===== src/rtl/risc_v_mike_pkg.sv =====
// risc_v_mike_pkg
//   Shared types for the risc_v_mike writeback path: register address type,
//   writeback source select, load-size (funct3) codes and the MEM/WB entry
//   struct buffered by the writeback FIFO.
package risc_v_mike_pkg;

    localparam int DATA_32_W = 32;

    typedef logic [4:0] t_register_addr;

    typedef enum logic [1:0] {
        WB_ALU  = 2'd0,
        WB_LOAD = 2'd1,
        WB_PC4  = 2'd2
    } t_wb_sel;

    // Encodings are the RV32I load funct3 values.
    typedef enum logic [2:0] {
        LB  = 3'b000,
        LH  = 3'b001,
        LW  = 3'b010,
        LBU = 3'b100,
        LHU = 3'b101
    } t_load_size;

    typedef struct packed {
        logic                 reg_write;
        t_register_addr       rd_addr;
        t_wb_sel              sel;
        logic [DATA_32_W-1:0] alu_result;
        logic [DATA_32_W-1:0] pc_plus4;
        logic [DATA_32_W-1:0] load_data;
        t_load_size           load_size;
        logic [1:0]           byte_off;
    } t_wb_entry;

endpackage


===== src/rtl/risc_v_mike_load_align.sv =====
// risc_v_mike_load_align
//   Combinational load alignment: shifts the raw memory word down by the
//   byte offset, then sign- or zero-extends a byte/halfword, and flags
//   accesses that straddle the word boundary.
// Ports
//   load_data  in   32  raw aligned memory word
//   load_size  in   t_load_size  LB/LH/LW/LBU/LHU
//   byte_off   in   2   address[1:0] of the load
//   load_value out  32  aligned, extended result
//   misalign   out  1   LH/LHU at offset 3, or LW at a non-zero offset
module risc_v_mike_load_align
    import risc_v_mike_pkg::*;
(
    input  logic [DATA_32_W-1:0] load_data,
    input  t_load_size           load_size,
    input  logic [1:0]           byte_off,
    output logic [DATA_32_W-1:0] load_value,
    output logic                 misalign
);

    logic [DATA_32_W-1:0] shifted;

    assign shifted = load_data >> {byte_off, 3'b000};

    // NOTE: every output of a combinational block gets a default first so no
    // path through the case leaves it unassigned (which would infer a latch).
    always_comb begin
        load_value = shifted;
        misalign   = 1'b0;
        case (load_size)
            LB:  load_value = {{24{shifted[7]}}, shifted[7:0]};
            LBU: load_value = {24'h0, shifted[7:0]};
            LH: begin
                load_value = {{16{shifted[15]}}, shifted[15:0]};
                misalign   = (byte_off == 2'd3);
            end
            LHU: begin
                load_value = {16'h0, shifted[15:0]};
                misalign   = (byte_off == 2'd3);
            end
            LW: begin
                load_value = load_data;
                misalign   = (byte_off != 2'd0);
            end
            default: ;
        endcase
    end

endmodule


===== src/rtl/risc_v_mike_wb_stage.sv =====
// risc_v_mike_wb_stage
//   Writeback stage owning the register file write port. Retiring results
//   from MEM are accepted over valid/ready into a small FIFO, one entry per
//   cycle is popped, its writeback data selected/aligned, and the result is
//   registered onto the register-file write port.
// Ports
//   clk, rst (async, active-low)
//   mem_wb_valid / mem_wb_ready        MEM handshake (ready registered, = !full)
//   mem_wb_*                           entry fields (reg_write, rd, sel, data, load info)
//   wb_stall                           hold: no pop this cycle
//   wb_flush                           empty FIFO, kill the output write
//   reg_file_write/wr_addr/wr_data     register file write port (registered)
//   wb_retire                          1-cycle pulse per retired entry
//   wb_misalign_err                    1-cycle pulse per dropped misaligned load
//   wb_fwd_valid/addr/data             forwarding copy of the write port
// Configuration
//   MIKE_WB_FWD_EN  defined: wb_fwd_* mirror the write port; undefined: tied to 0.
module risc_v_mike_wb_stage
    import risc_v_mike_pkg::*;
#(
    parameter int DATA_W     = 32,
    parameter int FIFO_DEPTH = 2
) (
    input  logic              clk,
    input  logic              rst,
    input  logic              mem_wb_valid,
    output logic              mem_wb_ready,
    input  logic              mem_wb_reg_write,
    input  t_register_addr    mem_wb_rd_addr,
    input  t_wb_sel           mem_wb_sel,
    input  logic [DATA_W-1:0] mem_wb_alu_result,
    input  logic [DATA_W-1:0] mem_wb_pc_plus4,
    input  logic [DATA_W-1:0] mem_wb_load_data,
    input  t_load_size        mem_wb_load_size,
    input  logic [1:0]        mem_wb_byte_off,
    input  logic              wb_stall,
    input  logic              wb_flush,
    output logic              reg_file_write,
    output t_register_addr    reg_file_wr_addr,
    output logic [DATA_W-1:0] reg_file_wr_data,
    output logic              wb_retire,
    output logic              wb_misalign_err,
    output logic              wb_fwd_valid,
    output t_register_addr    wb_fwd_addr,
    output logic [DATA_W-1:0] wb_fwd_data
);

    localparam int PTR_W = $clog2(FIFO_DEPTH);
    localparam int CNT_W = PTR_W + 1;
    localparam logic [CNT_W-1:0] FULL_CNT = CNT_W'(FIFO_DEPTH);

    t_wb_entry            fifo_mem [FIFO_DEPTH];
    logic [PTR_W-1:0]     wr_ptr, rd_ptr;
    logic [CNT_W-1:0]     count, count_next;
    logic                 ready_q;
    logic                 push, pop;
    t_wb_entry            entry_in, head;

    logic [DATA_32_W-1:0] load_value;
    logic                 load_misalign;
    logic                 misalign_eff;
    logic [DATA_32_W-1:0] wb_data;

    logic                 wr_q, retire_q, err_q;
    t_register_addr       addr_q;
    logic [DATA_W-1:0]    data_q;

    assign entry_in = '{
        reg_write:  mem_wb_reg_write,
        rd_addr:    mem_wb_rd_addr,
        sel:        mem_wb_sel,
        alu_result: mem_wb_alu_result,
        pc_plus4:   mem_wb_pc_plus4,
        load_data:  mem_wb_load_data,
        load_size:  mem_wb_load_size,
        byte_off:   mem_wb_byte_off
    };

    // Flush dominates: an offered push during a flush is dropped too.
    assign push = mem_wb_valid && ready_q && !wb_flush;
    assign pop  = (count != '0) && !wb_stall && !wb_flush;
    assign head = fifo_mem[rd_ptr];

    always_comb begin
        count_next = count;
        if (wb_flush)
            count_next = '0;
        else if (push && !pop)
            count_next = count + 1'b1;
        else if (pop && !push)
            count_next = count - 1'b1;
    end

    // NOTE: sequential state uses non-blocking assignments so every flop
    // samples pre-edge values regardless of statement order.
    always_ff @(posedge clk or negedge rst) begin
        if (!rst) begin
            wr_ptr  <= '0;
            rd_ptr  <= '0;
            count   <= '0;
            ready_q <= 1'b0;
        end else begin
            if (wb_flush) begin
                wr_ptr <= '0;
                rd_ptr <= '0;
            end else begin
                // Power-of-2 depth: pointers wrap naturally.
                if (push) wr_ptr <= wr_ptr + 1'b1;
                if (pop)  rd_ptr <= rd_ptr + 1'b1;
            end
            count   <= count_next;
            ready_q <= (count_next != FULL_CNT);
        end
    end

    // NOTE: FIFO storage is deliberately not reset; the count qualifies every
    // read, so stale contents are never observed.
    always_ff @(posedge clk) begin
        if (push) fifo_mem[wr_ptr] <= entry_in;
    end

    risc_v_mike_load_align u_load_align (
        .load_data  (head.load_data),
        .load_size  (head.load_size),
        .byte_off   (head.byte_off),
        .load_value (load_value),
        .misalign   (load_misalign)
    );

    assign misalign_eff = (head.sel == WB_LOAD) && load_misalign;

    always_comb begin
        wb_data = head.alu_result;
        case (head.sel)
            WB_LOAD: wb_data = load_value;
            WB_PC4:  wb_data = head.pc_plus4;
            default: wb_data = head.alu_result;
        endcase
    end

    // Write enable/pulses are valid only in the cycle after a pop; address and
    // data hold their last values otherwise.
    always_ff @(posedge clk or negedge rst) begin
        if (!rst) begin
            wr_q     <= 1'b0;
            retire_q <= 1'b0;
            err_q    <= 1'b0;
            addr_q   <= '0;
            data_q   <= '0;
        end else if (pop) begin
            wr_q     <= head.reg_write && (head.rd_addr != '0) && !misalign_eff;
            retire_q <= 1'b1;
            err_q    <= misalign_eff;
            addr_q   <= head.rd_addr;
            data_q   <= wb_data;
        end else begin
            wr_q     <= 1'b0;
            retire_q <= 1'b0;
            err_q    <= 1'b0;
        end
    end

    assign mem_wb_ready     = ready_q;
    assign reg_file_write   = wr_q;
    assign reg_file_wr_addr = addr_q;
    assign reg_file_wr_data = data_q;
    assign wb_retire        = retire_q;
    assign wb_misalign_err  = err_q;

`ifdef MIKE_WB_FWD_EN
    assign wb_fwd_valid = wr_q;
    assign wb_fwd_addr  = addr_q;
    assign wb_fwd_data  = data_q;
`else
    assign wb_fwd_valid = 1'b0;
    assign wb_fwd_addr  = '0;
    assign wb_fwd_data  = '0;
`endif

endmodule


===== config.mk =====
export PLATFORM = sky130hd
export DESIGN_NAME = risc_v_mike_wb_stage
export DESIGN_NICKNAME = d
export VERILOG_FILES = /design/src/rtl/risc_v_mike_pkg.sv /design/src/rtl/risc_v_mike_load_align.sv /design/src/rtl/risc_v_mike_wb_stage.sv
export SDC_FILE = /design/constraint.sdc
export NUM_CORES = 1
export LEC_CHECK = 0
export BUFFER_PORTS_ARGS = -buffer_cell sky130_fd_sc_hd__buf_2
export CAP_MARGIN = 20
export CORE_MARGIN = 1.5
export CORE_UTILIZATION = 51
export DETAILED_ROUTE_END_ITERATION = 10
export PLACE_DENSITY = 0.76
export SLEW_MARGIN = 20
export SYNTH_ARGS = -nofsm -noshare
export SYNTH_HDL_FRONTEND = slang
export SYNTH_SLANG_ARGS = --single-unit

===== constraint.sdc =====
create_clock -name clk -period 9.8 [get_ports clk]
set_input_delay 0.98 -clock clk [delete_from_list [all_inputs] [get_ports clk]]
set_output_delay 0.98 -clock clk [all_outputs]
set_load 0.1 [all_outputs]

Word level (Yosys, flattened, before mapping)
Memory sizes are Yosys's and may differ from the RTL's. Cells that the tools add are included. W data, S select, Z words.

Flip-flop bits (word level): 45. RAM bits: 218. Word-level logic and storage cells: 59. Memories kept: 1.

Add/subtract/negate cells: 4. Equality and inequality tests: 8. Shift-type cells: 1. Muxes and demuxes: 15. Reductions and logical operators: 21.

Memory list: fifo_mem (depth 2, width 109, read ports 1, clocked after Yosys merged registers in 0, write ports 1, RTL line risc_v_mike_wb_stage.sv:52) `t_wb_entry fifo_mem [FIFO_DEPTH];`.

Operator list (number): $pmux W32 S5 (1); $pmux W32 S2 (1); $shr A32 B5 Y32 (1); $logic_and A1 B1 Y1 (9); $mux W1 (9); $reduce_bool A2 Y1 (4); $eq A3 B3 Y1 const B (2); $mux W2 (3); $logic_not A1 Y1 (5); $reduce_bool A5 Y1 (1); $eq A2 B2 Y1 const B (2); $eq A3 B1 Y1 const B (1); $eq A3 B2 Y1 const B (1); $logic_not A3 Y1 (1); $add A1 B1 Y1 const B (2); $add A2 B1 Y2 const B (1); $eq A2 B1 Y1 const B (1); $ne A2 B2 Y1 const B (1); $pmux W1 S2 (1); $reduce_or A2 Y1 (1); $sub A2 B1 Y2 const B (1).

Longest topological paths before layout
Word-level depth: 8. Gate-level depth with buffers: 14. Mapped depth without buffers: 7.

By module
From an unflattened synthesis, not the netlist that was laid out.

Cells, all modules: 724. Area, all modules: 11542.3 µm².

By module, submodules not included: risc_v_mike_wb_stage (times used 1, cells each 590, area an instance 10591.4 µm², sequential area each 7672.4 µm²); risc_v_mike_load_align (times used 1, cells each 134, area an instance 950.9 µm², sequential area each 0.0 µm²).

Worst setup path before layout
No wires, ideal clock.

Kind: reg2reg. Start point: reg ready_q (netlist: mem_wb_ready). End point: mem fifo_mem[1][0] (netlist bit) (enable). Data arrival time: 9185 ps. Required time: 9067 ps. Slack: -119 ps. Cell stages (with the launch flop): 3. Path buffers: 0. Period minus slack after synthesis: 9919 ps. Cell sequence: dfrtp_1 -> nand2_1 -> nor3b_1.

Cells in the longest elaborated chain, start to end: 4.

RTL lines: start, declared (RTL line risc_v_mike_wb_stage.sv:55) `logic ready_q;`; start signal, assigned (RTL line risc_v_mike_wb_stage.sv:112) `ready_q <= (count_next != FULL_CNT);`; $logic_and A1 B1 Y1 (2 in a row) (RTL line risc_v_mike_wb_stage.sv:80) `assign push = mem_wb_valid && ready_q && !wb_flush;`; $mux W1 (RTL line risc_v_mike_wb_stage.sv:119) `if (push) fifo_mem[wr_ptr] <= entry_in;`; $mux W1 (not written as such) (RTL line risc_v_mike_wb_stage.sv:119); end, declared (RTL line risc_v_mike_wb_stage.sv:52).

No other way between the ends.

Final worst setup path
Start point: reg rd_ptr. End point: reg data_q[5] (netlist: reg_file_wr_data[5]).

Cells in the longest elaborated chain, start to end: 4.

RTL lines: start, declared (RTL line risc_v_mike_wb_stage.sv:53) `logic [PTR_W-1:0] wr_ptr, rd_ptr;`; start signal, assigned (RTL line risc_v_mike_wb_stage.sv:109) `if (pop) rd_ptr <= rd_ptr + 1'b1;`; $mem_v2 Z2 W109 (*); $shr A32 B5 Y32, or another cell as far along (RTL line risc_v_mike_load_align.sv:23) `assign shifted = load_data >> {byte_off, 3'b000};`; $pmux W32 S5 (RTL line risc_v_mike_load_align.sv:30) `case (load_size)`; $pmux W32 S2 (*) (RTL line risc_v_mike_wb_stage.sv:134) `case (head.sel)`; end signal, assigned (RTL line risc_v_mike_wb_stage.sv:155) `data_q <= wb_data;`; end, declared (RTL line risc_v_mike_wb_stage.sv:66) `logic [DATA_W-1:0] data_q;`.

Every way passes the cells marked *; elsewhere a longest branch is shown, timed or not. A chain may end at the register's enable or synchronous reset.

==> run_results.csv <==
group,metric,value,unit
pwr,power.density,302,nW/um^2
sta,max-slew-margin-rel,0.399,
placed_design,pre_cts_slack,6.23,ns
hold_path,hp-start,"reg_file_wr_addr[0]",
global_routing,grt_pass1_wl,40300,um
sta,worstMarginPinSlew,0.901,ns
sta,finalSetupViolCount,0,
floorplan,rows,54,
worst_setup_path,timing.rr.start,"rd_ptr",
clocking,cts_hold_buf,0,
sta,skew,0.00723,ns
worst_setup_path,critPathRequiredTime,10.19,ns
global_routing,grt_usage,0.223,
route,ant_nets,0,
sta,fmax,290,MHz
sta,setup_slack,6.36,ns
clocking,cts-htree-levels,1,
synthesis,netlist_area,11400,um^2
sta,rsz0062_at_grt,"false",
run,maxCapViolCount,0,
hold_path,min_path_cells,2,
global_routing,grt_start_max_net_pins,78,
floorplan,die_area,23300,um^2
synthesis,synth_warnings,0,
worst_setup_path,end_kind,"flip-flop",
floorplan,io_pins,193,
clocking,cts_resized,0,
sta,hold_violations,0,
layout,area_delta_synth_final,15.5,%
worst_setup_path,arrival,3.84,ns
placed_design,port_buffers,154,
floorplan,dieHeight,153,um
synthesis,syn-instance-count,814,
pwr,vdd_drop_max,0.274,mV
layout,fill_cells,1712,
synthesis,synth.distinct_cells,49,
clocking,clockBufferDepth,3,
synthesis,synth_top_flop_cell,"edfxtp_1",
layout,layout.nets,1078,
route,first_iter_violations,621,
layout,finalCoreUtilization,0.603,
layout,multiInputGateArea,3350,um^2
route,dr_total_vias,7320,
placed_design,place_hpwl,17700,um
sta,post-route-min-period,3.44,ns
worst_setup_path,path_class,"reg2reg",
route,wire_per_inst,20.8,um
worst_setup_path,rr_worst_depth,6,
global_routing,grt_overflow_total,0,
pwr,power,3980,uW
synthesis,ys_ff_latch,263,
worst_setup_path,worst-path-max-fanout,49,
floorplan,initial_utilization,0.522,
synthesis,avgSynthCellArea,14.0,um^2
pwr,p_leak,0.00488,uW
clocking,clk_pin_slew,0.06,ns
route,route.detailed.drc,0,
route,via_per_inst,5.81,
clocking,clkSinkCount,263,
clocking,cts_tree,"done",
clocking,post_cts_buffers,0,
global_routing,antenna_found_initial,0,
layout,antenna_cells,0,
layout,mostFrequentLayoutCell,"edfxtp_1",
sta,period_share,0.352,
clocking,clock_latency,0.53,ns
run_status,status,"completed",
placed_design,place.gp.congestion,0.966,
global_routing,grt_pass1_vias,7225,
floorplan,die_x,153,um
layout,register_area,7680,um^2
worst_setup_path,r2r_end,"reg_file_wr_data[5]",
layout,layout_common_cells,"edfxtp_1 (218), buf_2 (154), a21oi_1 (89), mux2i_1 (68), nand2_1 (65)",
worst_setup_path,critPathLaunchType,"flip-flop",
synthesis,ys_seq_area_frac,0.672,
synthesis,synth_edf_count,218,
worst_setup_path,reg2reg_setup_slack,6.36,ns
sta,tns,0,ns
synthesis,synthArstFlopShare,0.171,
route,firstDrtPassIters,6,
floorplan,core_area,21900,um^2
layout,drive_gt1_frac,0.285,
hold_path,min_path_type,"reg2reg",
hold_path,min_to,"reg_file_wr_addr[0]",
route,finalWirelength,26200,um
sta,slew_violations,0,
clocking,numCtsBuffers,27,
clocking,cts_root_buf,"clkbuf_16",
stage by stage:
stage | cell area (um^2) | hold WS, ns | std cells
after detailed placement | 12300 | 0.477 | 1212
after floorplan | 11600 | 0.518 | 851
final | 13200 | 0.480 | 1260
after CTS | 13200 | 0.490 | 1260
after global placement | 12300 | 0.475 | 1212
after global routing | 13200 | 0.537 | 1260
worst max-delay path, cell delays in order, from the launching register on:
cell and delay [ns]:
dfrtp_4 0.74, buf_4 0.62, nor3_1 0.22, nor2_1 0.62, a21oi_1 0.44, a221oi_1 0.50, a21oi_1 0.12
sequential cells by signal, summed over array words and instances, names as in the netlist, 2 cells and up:
register and cells:
fifo_mem 218, reg_file_wr_data 32, reg_file_wr_addr 5, count 2
final cells by class:
cell class | instances | area share
Inverter | 11 | 0.00313
Clock inverter | 11 | 0.00939
Tap cell | 280 | 0.0266
Sequential cell | 263 | 0.582
Timing Repair Buffer | 168 | 0.0664
Clock buffer | 37 | 0.0588
Multi-Input combinational cell | 490 | 0.254
synth_stat cells (3+ instances only):
library cell,number,area share
clkbuf_1,27,0.0089
a31oi_1,20,0.011
inv_1,10,0.0033
nand3_1,11,0.0048
mux2i_1,68,0.060
buf_4,43,0.028
or2_2,4,0.0022
ha_1,3,0.0033
nor2_1,14,0.0046
nor3b_1,5,0.0033
dfrtp_1,45,0.099
nand2_1,65,0.021
o22ai_1,7,0.0038
nor3_1,11,0.0048
a21oi_1,89,0.039
o211ai_1,10,0.0066
nor2b_1,3,0.0016
mux2_2,56,0.055
o21ai_0,30,0.013
buf_2,15,0.0066
a211oi_1,7,0.0046
a21boi_0,5,0.0033
edfxtp_1,218,0.57
a221oi_1,13,0.010
cell families after synthesis:
logic type	after synthesis	share of synthesized area
flops	263	0.672
compound gates	192	0.101
mux	127	0.120
simple gates	126	0.0515
buf+inv	98	0.0493
xor+xnor	4	0.00307
fa+ha+maj	3	0.00329
other cells	1	0.000328
layer usage:
metal	GRT usage	vias up	part of all wire
li1	-	3315	-
met3	0.0447	65	0.097
met5	0	-	0
met4	0.0733	0	0.034
met2	0.346	409	0.46
met1	0.316	3531	0.41
worst max path at each step:
| stage | from | to | slack (ns) | cells after the start |
|---|---|---|---|---|
| 4_1_cts | rd_ptr | reg_file_wr_data[13] | 6.22 | 6 |
| 2_1_floorplan | mem_wb_ready | fifo_mem[0][0] | 0.41 | 2 |
| 3_5_place_dp | rd_ptr | reg_file_wr_data[13] | 6.23 | 6 |
| 5_1_grt | rd_ptr | reg_file_wr_data[6] | 6.01 | 6 |
| 3_3_place_gp | rd_ptr | reg_file_wr_data[13] | 6.33 | 6 |
| 6_report | rd_ptr | reg_file_wr_data[5] | 6.36 | 6 |
power by group:
| group | internal [uW] | switching [uW] |
|---|---|---|
| Combinational | 339 | 1110 |
| Clock | 628 | 405 |
| Sequential | 1390 | 106 |
| Total | 2360 | 1630 |
(Power assumes the default switching activity.)
